### src/rtl/des_rr_sched.sv
// des_rr_sched: round-robin front end that shares one des_comb core among
// N_REQ requesters. It runs one job at a time: grant, start pulse, wait for the
// core (with a watchdog), then a response tagged with the requester index.
module des_rr_sched #(
    parameter int N_REQ       = 4,
    parameter int ID_W        = 2,
    parameter int TIMEOUT_CYC = 64
) (
    input  logic                  clk,
    input  logic                  rst,
    input  logic [N_REQ-1:0]      req_valid,
    input  logic [N_REQ*64-1:0]   req_data,
    input  logic [N_REQ*64-1:0]   req_key,
    output logic [N_REQ-1:0]      req_ready,
    output logic                  core_start,
    output logic [63:0]           core_desIn,
    output logic [63:0]           core_keyIn,
    input  logic                  core_ready,
    input  logic [63:0]           core_desOut,
    output logic                  resp_valid,
    input  logic                  resp_ready,
    output logic [63:0]           resp_data,
    output logic [ID_W-1:0]       resp_id,
    output logic                  resp_err,
    output logic                  busy
);

    typedef enum logic [1:0] {
        ST_IDLE  = 2'd0,
        ST_ISSUE = 2'd1,
        ST_WAIT  = 2'd2,
        ST_RESP  = 2'd3
    } state_t;

    // Last WAIT cycle index; the abort fires at the end of this cycle.
    localparam logic [15:0] WD_LAST = 16'(TIMEOUT_CYC - 1);

    state_t            state_r;
    logic [ID_W-1:0]   rr_ptr_r;
    logic [15:0]       wd_cnt_r;
    logic              core_start_r;
    logic [63:0]       core_des_r;
    logic [63:0]       core_key_r;
    logic              resp_valid_r;
    logic [63:0]       resp_data_r;
    logic [ID_W-1:0]   resp_id_r;
    logic              resp_err_r;
    logic              busy_r;

    logic              grant_found_s;
    logic [ID_W-1:0]   grant_idx_s;
    logic [ID_W-1:0]   cand_s;
    logic              hit_s;
    logic [N_REQ-1:0]  grant_onehot_s;
    logic [N_REQ-1:0]  req_ready_s;
    logic [63:0]       sel_data_s;
    logic [63:0]       sel_key_s;

    // Rotating priority search: first valid requester at or after rr_ptr wins.
    always_comb begin
        grant_found_s = 1'b0;
        grant_idx_s   = '0;
        cand_s        = '0;
        hit_s         = 1'b0;
        for (int k = 0; k < N_REQ; k++) begin
            cand_s        = ID_W'((int'(rr_ptr_r) + k) % N_REQ);
            hit_s         = ~grant_found_s & req_valid[cand_s];
            grant_idx_s   = hit_s ? cand_s : grant_idx_s;
            grant_found_s = grant_found_s | hit_s;
        end
        grant_onehot_s = {{(N_REQ-1){1'b0}}, grant_found_s} << grant_idx_s;
        sel_data_s     = req_data[{grant_idx_s, 6'd0} +: 64];
        sel_key_s      = req_key[{grant_idx_s, 6'd0} +: 64];
    end

    // Accept pulse: only while idle and out of reset, so it pairs with the grant edge.
    always_comb begin
        if ((state_r == ST_IDLE) && !rst) begin
            req_ready_s = grant_onehot_s;
        end else begin
            req_ready_s = '0;
        end
    end

    // Job sequencer: grant, one-cycle start, watchdog wait, hold response until taken.
    always_ff @(posedge clk) begin
        if (rst) begin
            state_r      <= ST_IDLE;
            rr_ptr_r     <= '0;
            wd_cnt_r     <= 16'd0;
            core_start_r <= 1'b0;
            core_des_r   <= 64'd0;
            core_key_r   <= 64'd0;
            resp_valid_r <= 1'b0;
            resp_data_r  <= 64'd0;
            resp_id_r    <= '0;
            resp_err_r   <= 1'b0;
            busy_r       <= 1'b0;
        end else begin
            case (state_r)
                ST_IDLE: begin
                    if (grant_found_s) begin
                        core_des_r   <= sel_data_s;
                        core_key_r   <= sel_key_s;
                        resp_id_r    <= grant_idx_s;
                        core_start_r <= 1'b1;
                        busy_r       <= 1'b1;
                        state_r      <= ST_ISSUE;
                    end
                end
                ST_ISSUE: begin
                    core_start_r <= 1'b0;
                    wd_cnt_r     <= 16'd0;
                    state_r      <= ST_WAIT;
                end
                ST_WAIT: begin
                    wd_cnt_r <= wd_cnt_r + 16'd1;
                    // The first WAIT cycle (count 0) may still see ready from the previous job.
                    if (core_ready && (wd_cnt_r != 16'd0)) begin
                        resp_data_r  <= core_desOut;
                        resp_err_r   <= 1'b0;
                        resp_valid_r <= 1'b1;
                        state_r      <= ST_RESP;
                    end else if (wd_cnt_r == WD_LAST) begin
                        resp_data_r  <= 64'd0;
                        resp_err_r   <= 1'b1;
                        resp_valid_r <= 1'b1;
                        state_r      <= ST_RESP;
                    end
                end
                ST_RESP: begin
                    if (resp_ready) begin
                        resp_valid_r <= 1'b0;
                        busy_r       <= 1'b0;
                        rr_ptr_r     <= (resp_id_r == ID_W'(N_REQ - 1)) ? '0 : resp_id_r + 1'b1;
                        state_r      <= ST_IDLE;
                    end
                end
                default: begin
                    state_r      <= ST_IDLE;
                    core_start_r <= 1'b0;
                    resp_valid_r <= 1'b0;
                    busy_r       <= 1'b0;
                end
            endcase
        end
    end

    assign req_ready  = req_ready_s;
    assign core_start = core_start_r;
    assign core_desIn = core_des_r;
    assign core_keyIn = core_key_r;
    assign resp_valid = resp_valid_r;
    assign resp_data  = resp_data_r;
    assign resp_id    = resp_id_r;
    assign resp_err   = resp_err_r;
    assign busy       = busy_r;

endmodule

### config.mk
export PLATFORM = sky130hd
export DESIGN_NAME = des_rr_sched
export DESIGN_NICKNAME = d
export VERILOG_FILES = /design/src/rtl/des_rr_sched.sv
export SDC_FILE = /design/constraint.sdc
export NUM_CORES = 1
export LEC_CHECK = 0
export CELL_PAD_IN_SITES_DETAIL_PLACEMENT = 0
export CELL_PAD_IN_SITES_GLOBAL_PLACEMENT = 2
export CORE_AREA = 2 2 306 308
export CTS_CLUSTER_SIZE = 20
export DETAILED_ROUTE_END_ITERATION = 7
export DIE_AREA = 0 0 308 310
export GPL_TIMING_DRIVEN = 1
export PLACE_DENSITY_LB_ADDON = 0.1
export SYNTH_ARGS = -nofsm -noshare
export SYNTH_HDL_FRONTEND = slang
export SYNTH_SLANG_ARGS = --single-unit
### constraint.sdc
create_clock -name clk -period 4.5 [get_ports clk]
set_input_delay 0.9 -clock clk [delete_from_list [all_inputs] [get_ports clk]]
set_output_delay 0.9 -clock clk [all_outputs]
set_load 0.005 [all_outputs]
==> results.sh, run 1 <==
export IMPL_r2r_cells=8
export IMPL_cts_buffers=37
export IMPL_ctsHtreeMaxLevel=2
export IMPL_drc=0
export IMPL_layout_drive_gt1_share_pct=6.51
export IMPL_utilization_pct=23.5
export IMPL_worstPathArrival_ns=3.06
export IMPL_core_mm2=0.0925
export IMPL_required_ns=3.60
export IMPL_synth_top_cell_by_area="dfxtp_1"
export IMPL_endpoint_kind="output port"
export IMPL_grt_start_max_net_pins=129
export IMPL_fin_hold_ws_ns=0.463
export IMPL_grt_util_all_layers_pct=16.9
export IMPL_worstSkewPairLatency_ns=0.55
export IMPL_synth_seq_area_share_pct=38.4
export IMPL_clockBufferDepth=3
export IMPL_die_h_um=310
export IMPL_yosys_warnings=0
export IMPL_finalHoldViolCount=0
export IMPL_worst_path_most_repeated_cell="clkdlybuf4s50_1"
export IMPL_firstDrtPassIters=5
export IMPL_ctsHoldBuffers=0
export IMPL_synthTopCellsByArea="dfxtp_1 38%, a221o_1 11%, a21oi_1 8.8%"
export IMPL_antenna_found_initial=34
export IMPL_place_ws_ns=0.467
export IMPL_hold_class="flop to flop"
export IMPL_ctsRootBufferMaster="clkbuf_16"
export IMPL_postSynthAreaPerCell_um2=8.54
export IMPL_worst_pin_slew_ns=1.01
export IMPL_place_area_mm2=0.0205
export IMPL_syn_area_mm2=0.0114
export IMPL_grt_pass1_vias=13922
export IMPL_finalNonFillerCells=3268
export IMPL_final_cell_mix="784 x clkdlybuf4s50_1, 218 x dfxtp_1, 201 x a21oi_1"
export IMPL_min_delay_path_depth=2
export IMPL_finClkSkew_ns=0.0205
export IMPL_synth_top_area_share_pct=38.4
export IMPL_finalNetCount=2626
export IMPL_power_mw=8.80
export IMPL_post_drt_wl_per_cell_um=26.2
export IMPL_p_per_area_mw_per_mm2=405
export IMPL_post_cts_buffers=0
export IMPL_numClockSinks=218
export IMPL_timing_final_crit_share_pct=88.0
export IMPL_fin_setup_tns_ns=0
export IMPL_fmax_ghz=0.253
export IMPL_clkTransAtPathRegs_ns=0.05
export IMPL_setup_viol=0
export IMPL_routed_wl_mm=85.5
export IMPL_r2r_start="state_r[0]$_SDFFE_PP0P_"
export IMPL_placedCellCount=3192
export IMPL_regArea_mm2=0.00436
export IMPL_ios=786
export IMPL_path_class="input port to output port"
export IMPL_synthCells=1333
export IMPL_cp_top_family="buffers and inverters"
export IMPL_whs_endpoint="resp_data[19]$_SDFFE_PP0P_"
export IMPL_hpwlAfterDp_mm=60.3
export IMPL_status="finished clean"
export IMPL_port_buffer_count=785
export IMPL_period_needed_ns=3.96
export IMPL_synth_fp_nets=1925
export IMPL_n_fill_cell=10092
export IMPL_initial_core_util_pct=12.3
export IMPL_crit_fanout=5
export IMPL_peakVddDrop_mv=0.226
export IMPL_cp_slowest_cell="clkdlybuf4s50_1"
export IMPL_drtIter0Drc=685
export IMPL_num_rows=112
export IMPL_ys_types=45
export IMPL_cts_resized=0
export IMPL_grt_pass1_wl_mm=115
export IMPL_multi_input_area_mm2=0.00644
export IMPL_fp_dieArea_mm2=0.0955
export IMPL_relSlewSlack_pct=32.7
export IMPL_layout_commonest_cell="clkdlybuf4s50_1"
export IMPL_overflow=0
export IMPL_cp_num_buf_inv=2
export IMPL_r2r_end="core_keyIn[5]$_SDFFE_PP0P_"
export IMPL_tritoncts="done"
export IMPL_ant_nets=0
export IMPL_via_per_inst=4.23
export IMPL_areaGrowthSynthToFinish_pct=91.0
export IMPL_path_cells="clkdlybuf4s50_1, nor2_1, nand4b_1, nand2_1, nor3_1, clkdlybuf4s50_1"
export IMPL_setup_slack_ns=0.541
export IMPL_slew_viol_final=0
export IMPL_die_w_um=308
export IMPL_power_leakage_nw=7.62
export IMPL_maxCapViolCount=0
export IMPL_vias=13824
export IMPL_ys_ff_latch=218
export IMPL_place_congestion=0.764
export IMPL_max_stage_delay_ns=0.60
export IMPL_fin_area_mm2=0.0217
export IMPL_min_from="resp_data[19]$_SDFFE_PP0P_"
export IMPL_rsz0062_at_grt="false"
export IMPL_rrSetupSlack_ns=2.05
export IMPL_cp_start_kind="input port"
## registers in the layout (all words and copies together), names as in the netlist, 2 cells and up
register,count
core_keyIn,64
resp_data,64
state_r,2
rr_ptr_r,2
core_desIn,64
resp_id,2
wd_cnt_r,16
## per-layer routing
layer,GRT usage [%],routed length (um),share of wire (%)
met5,0,150,0.18
met4,3.10,1260,1.5
met3,6.55,7520,8.8
met2,31.3,44000,51
met1,18.2,32600,38
## report_power, final
part | switching, mW | leakage, nW | internal [mW]
Sequential | 0.220 | 1.78 | 2.34
Clock | 1.14 | 0.609 | 1.85
Combinational | 1.54 | 5.22 | 1.71
Total | 2.90 | 7.62 | 5.90
## layout make-up
cell class / count / area share (%)
Timing Repair Buffer: 804 / 37.5
Inverter: 7 / 0.121
Clock inverter: 7 / 0.409
Multi-Input combinational cell: 966 / 29.6
Sequential cell: 218 / 20.1
Clock buffer: 56 / 5.24
Tap cell: 1197 / 6.89
Antenna cell: 13 / 0.150
## worst reg2reg max path, delay by kind of cell, from the launching register on
family	cells	cell delay (ns)
compound gates	2	0.40
fa+ha+maj	1	0.22
buf+inv	3	0.70
flops	1	0.34
simple gates	2	0.74
## worst max path at each step
stage	start	end	slack (ns)	depth (start not counted)
floorplan	req_valid[3]	req_ready[1]	1.40	6
global placement	req_valid[1]	req_ready[2]	0.50	6
detailed placement	req_valid[3]	req_ready[2]	0.47	6
CTS	req_valid[3]	req_ready[2]	0.48	6
global route	req_valid[1]	req_ready[2]	0.42	6
finish	req_valid[1]	req_ready[2]	0.54	6
## cell families (layout without fill, tap and decap cells)
logic type | after synthesis | in the layout | synth area share (%)
compound gates | 468 | 468 | 26.5
simple gates | 346 | 346 | 14.9
flops | 218 | 218 | 38.4
buf+inv | 149 | 874 | 5.47
mux | 130 | 130 | 12.8
xor+xnor | 14 | 14 | 1.08
fa+ha+maj | 8 | 8 | 0.880
other cells | 0 | 13 | 0
## cell usage after synthesis
master	instances
nor2b_4	1
xnor2_1	2
nor2b_1	2
nor4_1	2
nor4b_1	1
or4_1	1
buf_2	29
and3_1	7
or3b_1	1
buf_1	9
nor4_4	1
nand2b_1	4
a31o_2	1
and4b_1	1
o21ai_0	127
or2_2	2
buf_6	1
o21ai_1	4
nor2_1	24
o21bai_1	1
a31oi_1	1
xor2_1	12
o41ai_2	1
mux2_1	84
a211oi_1	1
dfxtp_1	218
and4_1	4
o21a_1	1
nor3b_1	1
a21o_1	2
ha_1	8
nand3_1	201
buf_4	5
nor2_2	1
clkbuf_1	98
inv_1	7
mux2_2	44
or3_1	2
a21oi_1	201
a221o_1	128
nor3_1	6
mux2i_1	2
nand4_1	5
nand4b_1	1
nand2_1	78
Note: power is estimated with default switching activity, not from simulation.
==> inputs of run 2 (changes only) <==
--- a/config.mk
+++ b/config.mk
@@ -5,14 +5,17 @@
 export SDC_FILE = /design/constraint.sdc
 export NUM_CORES = 1
 export LEC_CHECK = 0
+export CAP_MARGIN = 15
 export CELL_PAD_IN_SITES_DETAIL_PLACEMENT = 0
 export CELL_PAD_IN_SITES_GLOBAL_PLACEMENT = 2
 export CORE_AREA = 2 2 306 308
+export CTS_CLUSTER_DIAMETER = 40
 export CTS_CLUSTER_SIZE = 20
 export DETAILED_ROUTE_END_ITERATION = 7
 export DIE_AREA = 0 0 308 310
 export GPL_TIMING_DRIVEN = 1
 export PLACE_DENSITY_LB_ADDON = 0.1
+export SLEW_MARGIN = 20
 export SYNTH_ARGS = -nofsm -noshare
 export SYNTH_HDL_FRONTEND = slang
 export SYNTH_SLANG_ARGS = --single-unit
==> run 2 against run 1 <==
Compared with the run above:
- final cell count grew 2.0%
- critical endpoint unchanged
- worst hold slack worse by 0.00073 ns
- critical path type unchanged
- clock skew fell by 0.0070 ns
==> results.sh, run 2 (synthesis results as in run 1) <==
export IMPL_cp_num_buf_inv=2
export IMPL_final_cell_mix="784 x clkdlybuf4s50_1, 218 x dfxtp_1, 201 x a21oi_1"
export IMPL_fin_setup_tns_ns=0
export IMPL_antenna_found_initial=36
export IMPL_path_cells="clkdlybuf4s50_1, nor2_1, nand4b_1, nand2_1, nor3_1, clkdlybuf4s50_1"
export IMPL_hpwlAfterDp_mm=60.3
export IMPL_clkTransAtPathRegs_ns=0.04
export IMPL_worst_pin_slew_ns=1.01
export IMPL_die_h_um=310
export IMPL_cts_resized=0
export IMPL_slew_viol_final=0
export IMPL_post_cts_buffers=0
export IMPL_overflow=0
export IMPL_rrSetupSlack_ns=2.06
export IMPL_firstDrtPassIters=5
export IMPL_place_congestion=0.764
export IMPL_power_leakage_nw=8.20
export IMPL_setup_slack_ns=0.491
export IMPL_grt_pass1_wl_mm=116
export IMPL_tritoncts="done"
export IMPL_status="finished clean"
export IMPL_layout_drive_gt1_share_pct=8.54
export IMPL_port_buffer_count=785
export IMPL_ctsRootBufferMaster="clkbuf_16"
export IMPL_cts_buffers=79
export IMPL_worst_path_most_repeated_cell="clkdlybuf4s50_1"
export IMPL_finClkSkew_ns=0.0134
export IMPL_layout_commonest_cell="clkdlybuf4s50_1"
export IMPL_max_stage_delay_ns=0.61
export IMPL_initial_core_util_pct=12.3
export IMPL_cp_top_family="buffers and inverters"
export IMPL_relSlewSlack_pct=32.7
export IMPL_grt_pass1_vias=14417
export IMPL_routed_wl_mm=86.0
export IMPL_hold_class="flop to flop"
export IMPL_peakVddDrop_mv=0.214
export IMPL_grt_util_all_layers_pct=17.1
export IMPL_worstPathArrival_ns=3.11
export IMPL_numClockSinks=218
export IMPL_worstSkewPairLatency_ns=0.60
export IMPL_via_per_inst=4.24
export IMPL_maxCapViolCount=0
export IMPL_crit_fanout=5
export IMPL_die_w_um=308
export IMPL_ios=786
export IMPL_place_ws_ns=0.467
export IMPL_period_needed_ns=4.01
export IMPL_path_class="input port to output port"
export IMPL_required_ns=3.60
export IMPL_fmax_ghz=0.249
export IMPL_rsz0062_at_grt="false"
export IMPL_drtIter0Drc=640
export IMPL_power_mw=10.9
export IMPL_endpoint_kind="output port"
export IMPL_core_mm2=0.0925
export IMPL_vias=14128
export IMPL_timing_final_crit_share_pct=89.1
export IMPL_finalNetCount=2668
export IMPL_finalHoldViolCount=0
export IMPL_ctsHoldBuffers=0
export IMPL_num_rows=112
export IMPL_post_drt_wl_per_cell_um=25.8
export IMPL_ctsHtreeMaxLevel=3
export IMPL_areaGrowthSynthToFinish_pct=102
export IMPL_fp_dieArea_mm2=0.0955
export IMPL_grt_start_max_net_pins=129
export IMPL_setup_viol=0
export IMPL_utilization_pct=24.8
export IMPL_drc=0
export IMPL_n_fill_cell=10036
export IMPL_ant_nets=0
export IMPL_cp_slowest_cell="clkdlybuf4s50_1"
export IMPL_cp_start_kind="input port"
export IMPL_clockBufferDepth=3
export IMPL_p_per_area_mw_per_mm2=473
-- run 2: area by class of cell --
class / instances / area [um2] / share of cell area (%)
Tap cell: 1197 / 1500 / 6.53
Inverter: 7 / 26.3 / 0.115
Timing Repair Buffer: 804 / 8150 / 35.5
Antenna cell: 7 / 17.5 / 0.0764
Clock inverter: 5 / 43.8 / 0.191
Multi-Input combinational cell: 966 / 6440 / 28.1
Sequential cell: 218 / 4360 / 19.0
Clock buffer: 130 / 2400 / 10.5
-- run 2: stage by stage --
| stage | std cells | instance area, um2 | hold slack, ns |
|---|---|---|---|
| floorplan | 1333 | 11400 | 0.464 |
| global placement | 3192 | 20500 | 0.454 |
| detailed placement | 3192 | 20500 | 0.458 |
| CTS | 3327 | 22900 | 0.464 |
| global route | 3330 | 22900 | 0.482 |
| finish | 3334 | 22900 | 0.462 |
-- run 2: routing by layer --
| layer | share of wire (%) | global-route usage, % |
|---|---|---|
| met5 | 0.26 | 0 |
| met4 | 2.0 | 4.78 |
| met2 | 51 | 31.2 |
| met3 | 9.9 | 7.67 |
| met1 | 37 | 17.7 |
-- run 2: path summary, 6_finish.rpt --
| kind | start | endpoint | cells after the start |
|---|---|---|---|
| worst max-delay path | req_valid[3] | req_ready[2] | 6 |
| worst min-delay path | resp_data[19]$_SDFFE_PP0P_ | resp_data[19]$_SDFFE_PP0P_ | 2 |
| worst max register to register | state_r[0]$_SDFFE_PP0P_ | core_keyIn[42]$_SDFFE_PP0P_ | 8 |
| worst min register to register | resp_data[19]$_SDFFE_PP0P_ | resp_data[19]$_SDFFE_PP0P_ | 2 |
-- run 2: worst min-delay path, delay by kind of cell (launching register included) --
| kind | cells | cell delay (ns) |
|---|---|---|
| flip-flops | 1 | 0.30 |
| AND/OR/NAND/NOR | 1 | 0.06 |
| AO/OA/AOI/OAI | 1 | 0.05 |
-- run 2: power by group --
part | switching (mW) | total (mW) | internal [mW]
clock network | 1.50 | 5.04 | 3.54
registers | 0.220 | 2.57 | 2.35
logic | 1.53 | 3.25 | 1.71
total | 3.26 | 10.9 | 7.60
==> RTL change 1, RTL diff (flow settings as in run 2) <==
Set the parameter `N_REQ` to 3 (it was 4).
--- a/src/rtl/des_rr_sched.sv
+++ b/src/rtl/des_rr_sched.sv
@@ -2,7 +2,7 @@
 // N_REQ requesters. It runs one job at a time: grant, start pulse, wait for the
 // core (with a watchdog), then a response tagged with the requester index.
 module des_rr_sched #(
-    parameter int N_REQ       = 4,
+    parameter int N_REQ       = 3,
     parameter int ID_W        = 2,
     parameter int TIMEOUT_CYC = 64
 ) (
Ports: changed (resized req_data, req_key, req_ready and req_valid); port bits go from 786 to 656. No check against the original RTL was run, so the function may have changed too.
==> RTL change 1 against run 2 <==
  * Register-to-register slack worse by 0.92 ns
  * Power grew 2.7%
  * Sequential cell count did not move
  * Setup slack lost 0.21 ns
  * Routed wire length down 16%
  * Sequential power grew 2%
  * Synthesized area decreased by 4.7%
  * Final area shrank 7.8%
==> RTL change 1: results (changes against run 2) <==
** Status
- The flow ran to the end, and the final reports show no timing, DRC or antenna violations.

** Global route
- The number of antenna violations at the first check in global routing was 28 (-22%).
- Global-route usage over all layers :: 14.6% (-2.5 points)
- The global-route wire length before repair was 100,000 µm (-14%).
- Pin count of the biggest net entering global routing :: 134 (+3.9%)
- The number of global-route vias before repair was 12,900 (-10%).

** Synthesis
- The share of synthesized area occupied by flip-flops and latches is 40.3% (+1.9 points).
- The count of distinct cell types in the synthesized netlist is 48 (+6.7%).
- The synthesized netlist net count was 1,674 (-13%).
- The commonest cells after synthesis are sky130_fd_sc_hd__o211ai_1, sky130_fd_sc_hd__dfxtp_1, sky130_fd_sc_hd__mux2i_1.
- The mean post-synth cell area was 8.97 µm² (+5.1%).

** Worst setup path
- Worst setup startpoint :: req_valid[1]
- Worst reg2reg path startpoint :: rr_ptr_r[0]
- The data arrival time of the critical path is 3.32 ns (+0.21 ns).
- The largest driver fanout on the critical path is 6 (+1).
- Worst-case register-to-register setup slack :: 1.14 ns (-0.92 ns)
- The number of cell instances on the worst register-to-register path came to 9 (+1).
- Crit Reg-Reg Endpoint :: core_desIn[0]

** Route
- Routed wirelength normalized by instance count :: 23.4 µm (-9.2%)
- Total routed wire length on the met1 layer :: 28,600 µm (-9.9%)
- Met2 Wirelength :: 35,300 µm (-19%)
- Detailed-route wire length :: 72,600 µm (-16%)
- Detailed router's first-iteration violation count :: 493 (-23%)
- Total number of vias :: 12,300 (-13%)
- The wire length on met3 is 6930 µm (-18%).
- The number of detailed-routing iterations run before antenna repair came to 4 (-1).

** Pwr
- The maximum VDD drop was 677 µV (+220%).

** Final layout
- The number of fill cells in the layout came to 10,000 (+0.030%).
- The ratio of cells with drive above 1 in the final layout is 10.3% (+1.8 points).
- The layout net count was 2,304 (-14%).

** Placed design
- Dpl cells :: 2,955 (-7.4%)
- The post-DP HPWL was 52,400 µm (-13%).
- Total cell area at the placement stage :: 18,700 µm² (-8.7%)
- Pre-CTS setup slack :: 0.212 ns (-0.255 ns)
- The count of input and output buffers was 655 (-17%).

** STA
- The final worst clock skew came to 0.0272 ns (+0.0138 ns).
- Final clock period utilization by the worst path :: 93.7% (+4.6 points)
- Worst slew margin relative to its limit :: 25.8% (-6.9 points)

** Clock tree
- Total CTS buffers :: 78 (-1.3%)
[RTL change 1: cell types whose count changed after synthesis, moves of 42 or more]
cell | before | now
sky130_fd_sc_hd__mux2_2 | 44 | 2
sky130_fd_sc_hd__o21ai_0 | 127 | 30
sky130_fd_sc_hd__mux2_1 | 84 | 0
sky130_fd_sc_hd__a221o_1 | 128 | 1
sky130_fd_sc_hd__mux2i_1 | 2 | 135
sky130_fd_sc_hd__a21oi_1 | 201 | 32
sky130_fd_sc_hd__o211ai_1 | 0 | 257
sky130_fd_sc_hd__nand3_1 | 201 | 133
[RTL change 1: worst min-delay path by stage]
stage          startpoint  slack, ns  depth (start not counted)        to
6_report         resp_err       0.45                          2  resp_err
5_1_grt          resp_err       0.48                          2  resp_err
4_1_cts          resp_err       0.46                          2  resp_err
3_5_place_dp     resp_err       0.45                          2  resp_err
3_3_place_gp     resp_err       0.45                          2  resp_err
2_1_floorplan    resp_err       0.45                          2  resp_err
[RTL change 1: routing by layer]
layer / global-route usage, % / vias up
met3: 6.13 / 120
met1: 16.5 / 5832
met2: 24.9 / 500
li1: - / 5869
met5: 0 / -
met4: 4.54 / 24
[RTL change 1: power groups by stage]
stage	sequential, µW	clock [µW]	combinational [µW]
after floorplan	2660	0	1390
after global placement	2640	0	3700
after detailed placement	2650	0	3670
after CTS	2640	5150	3680
after global routing	2690	5250	3830
final	2630	4970	3550
[RTL change 1: critical path, cell delays in order]
cell                              delay [ns]
sky130_fd_sc_hd__clkdlybuf4s50_1        0.56
sky130_fd_sc_hd__mux2i_1                0.15
sky130_fd_sc_hd__mux2i_1                0.47
sky130_fd_sc_hd__o31ai_4                0.15
sky130_fd_sc_hd__nand2b_1               0.19
sky130_fd_sc_hd__a21oi_1                0.23
sky130_fd_sc_hd__clkdlybuf4s50_1        0.66
[RTL change 1: kinds of logic after synthesis]
kind of cell,count (synthesis),share of synthesized area [%]
compound gates,414,27.0
simple gates,268,12.0
flops,218,40.3
buf+inv,147,5.78
mux,137,12.7
xor+xnor,13,1.05
fa+ha+maj,11,1.27
[RTL change 1: timing repair]
| item | CTS | global route |
|---|---|---|
| endpoints found under the setup margin | 0 | 1 |
| gates resized for setup | 0 | 1 |
| endpoints found under the hold margin | 0 | 0 |
[RTL change 1: cell type report]
| class | instances | area [µm²] | area share [%] |
|---|---|---|---|
| diodes | 10 | 25.0 | 0.118 |
| clock inverters | 16 | 140 | 0.663 |
| well taps | 1197 | 1500 | 7.08 |
| clock buffers | 116 | 2280 | 10.8 |
| inverters | 16 | 62.6 | 0.296 |
| multi-input cells | 843 | 5930 | 28.0 |
| repair buffers | 681 | 6850 | 32.4 |
| flip-flops and latches | 218 | 4360 | 20.6 |
==> RTL change 2, RTL diff (config.mk and constraints of run 2) <==
Made on the original files. Add an input register stage for `req_key`; this delays it by one clock. The other inputs are not delayed to match.
--- a/src/rtl/des_rr_sched.sv
+++ b/src/rtl/des_rr_sched.sv
@@ -35,6 +35,12 @@
     // Last WAIT cycle index; the abort fires at the end of this cycle.
     localparam logic [15:0] WD_LAST = 16'(TIMEOUT_CYC - 1);
 
+    logic [N_REQ*64-1:0] req_key_q;
+
+    always_ff @(posedge clk) begin
+        req_key_q <= req_key;
+    end
+
     state_t            state_r;
     logic [ID_W-1:0]   rr_ptr_r;
     logic [15:0]       wd_cnt_r;
@@ -70,7 +76,7 @@
         end
         grant_onehot_s = {{(N_REQ-1){1'b0}}, grant_found_s} << grant_idx_s;
         sel_data_s     = req_data[{grant_idx_s, 6'd0} +: 64];
-        sel_key_s      = req_key[{grant_idx_s, 6'd0} +: 64];
+        sel_key_s      = req_key_q[{grant_idx_s, 6'd0} +: 64];
     end
 
     // Accept pulse: only while idle and out of reset, so it pairs with the grant edge.
Check against the original RTL: not equivalent (a bounded check fails within 4 cycles, from zero or initial values and one cycle with rst high).
==> RTL change 2 against run 2 <==
  * Synthesized area increased by 41%
  * Via count increased by 0.79%
  * Clock power increased by 67%
  * Setup slack got worse by 0.080 ns
  * Die area unchanged
  * Sequential share of layout area increased by 14 points
  * Routed wire length decreased by 8.3%
  * Final area increased by 27%
  * Power increased by 52%
  * Sequential cell count increased by 256
  * Largest power group unchanged
  * Highest routed layer unchanged
==> RTL change 2: results (changes against run 2) <==
** Worst setup path
- For this design, the slowest cell found on the critical path is sky130_fd_sc_hd__or4_1.
- In this run the worst setup path terminates at req_ready[1].
- Worst-case register-to-register setup slack :: 2.10 ns (+0.04 ns)

** STA
- Transition time of the tightest slew-check pin :: 0.886 ns (-0.122 ns)
- Post-route clock skew :: 0.0315 ns (+0.0180 ns)
- Final-layout worst hold slack :: 0.456 ns (-0.00631 ns)

** Route
- Via density per instance :: 4.02 (-5.2%)
- Met2 Wirelength :: 42,000 µm (-4.1%)
- First drt pass iteration count :: 4 (-1)
- Total routed wire length on the met1 layer :: 27,600 µm (-13%)
- The total length of routed wires came to 78,900 µm (-8.3%).
- Detailed router's first-iteration violation count :: 588 (-8.1%)

** Pwr
- The total leakage power is 0.0118 µW (+44%).
- Maximum ir drop on the vdd rail :: 320 µV (+50%)

** Synthesis
- The synthesized netlist net count came to 2,017 (+4.8%).
- Per-instance average area after synthesis :: 11.2 µm² (+32%)
- Count of cell types in the netlist :: 43 (-4.4%)

** Global route
- The met2 demand-to-capacity share in global routing was 29.2% (-2.0 points).
- Pin count of the biggest net entering global routing :: 105 (-19%)
- Antenna violations before repair :: 32 (-11%)
- The global-route wire length before repair came to 108,000 µm (-7.3%).
- GR met3 Demand/Resource :: 6.12% (-1.6 points)
- Global-route usage over all layers :: 15.8% (-1.3 points)

** Final layout
- The ratio of cells with drive above 1 in the final layout is 9.69% (+1.1 points).
- The final cell count without fillers was 3,544 (+6.3%).

** Min path
- The worst hold path begins at core_desIn[60].

** Placed design
- Total cell area at the placement stage :: 25,100 µm² (+23%)
- The post-placement worst setup slack was 0.403 ns (-0.0645 ns).

** Status
- Outcome :: finished clean
RTL change 2: cell types whose count changed after synthesis, sizes merged, moves of 39 or more:
cell           run 2  this run
a21oi            201        77
a221o            128         0
buf               44        83
clkbuf            98        17
dfxtp            218       474
mux2             128         0
mux2i              2       257
nand2             78       206
nand3            201        75
o21ai            131         8
o221ai             0       129
RTL change 2: area by class of cell:
type	count	area, µm²
antenna	15	37.5
clock buffer	128	2910
clock inverter	72	1040
fill	9435	63400
inverter	10	37.5
multi-input combinational	841	5920
sequential	474	9490
tap	1197	1500
timing repair buffer	807	8170
RTL change 2: logic make-up after synthesis:
| group | share of synthesized area (%) |
|---|---|
| flip-flops | 59.2 |
| AND/OR/NAND/NOR | 9.25 |
| multiplexers | 16.1 |
| AO/OA/AOI/OAI | 10.2 |
| buffers and inverters | 3.98 |
| XOR/XNOR | 0.601 |
| adder cells (fa/ha/maj) | 0.625 |
RTL change 2: power breakdown:
part           internal (µW)  switching [µW]
logic                   1650            1320
registers               4770             274
clock network           5770            2670
total                  12200            4260
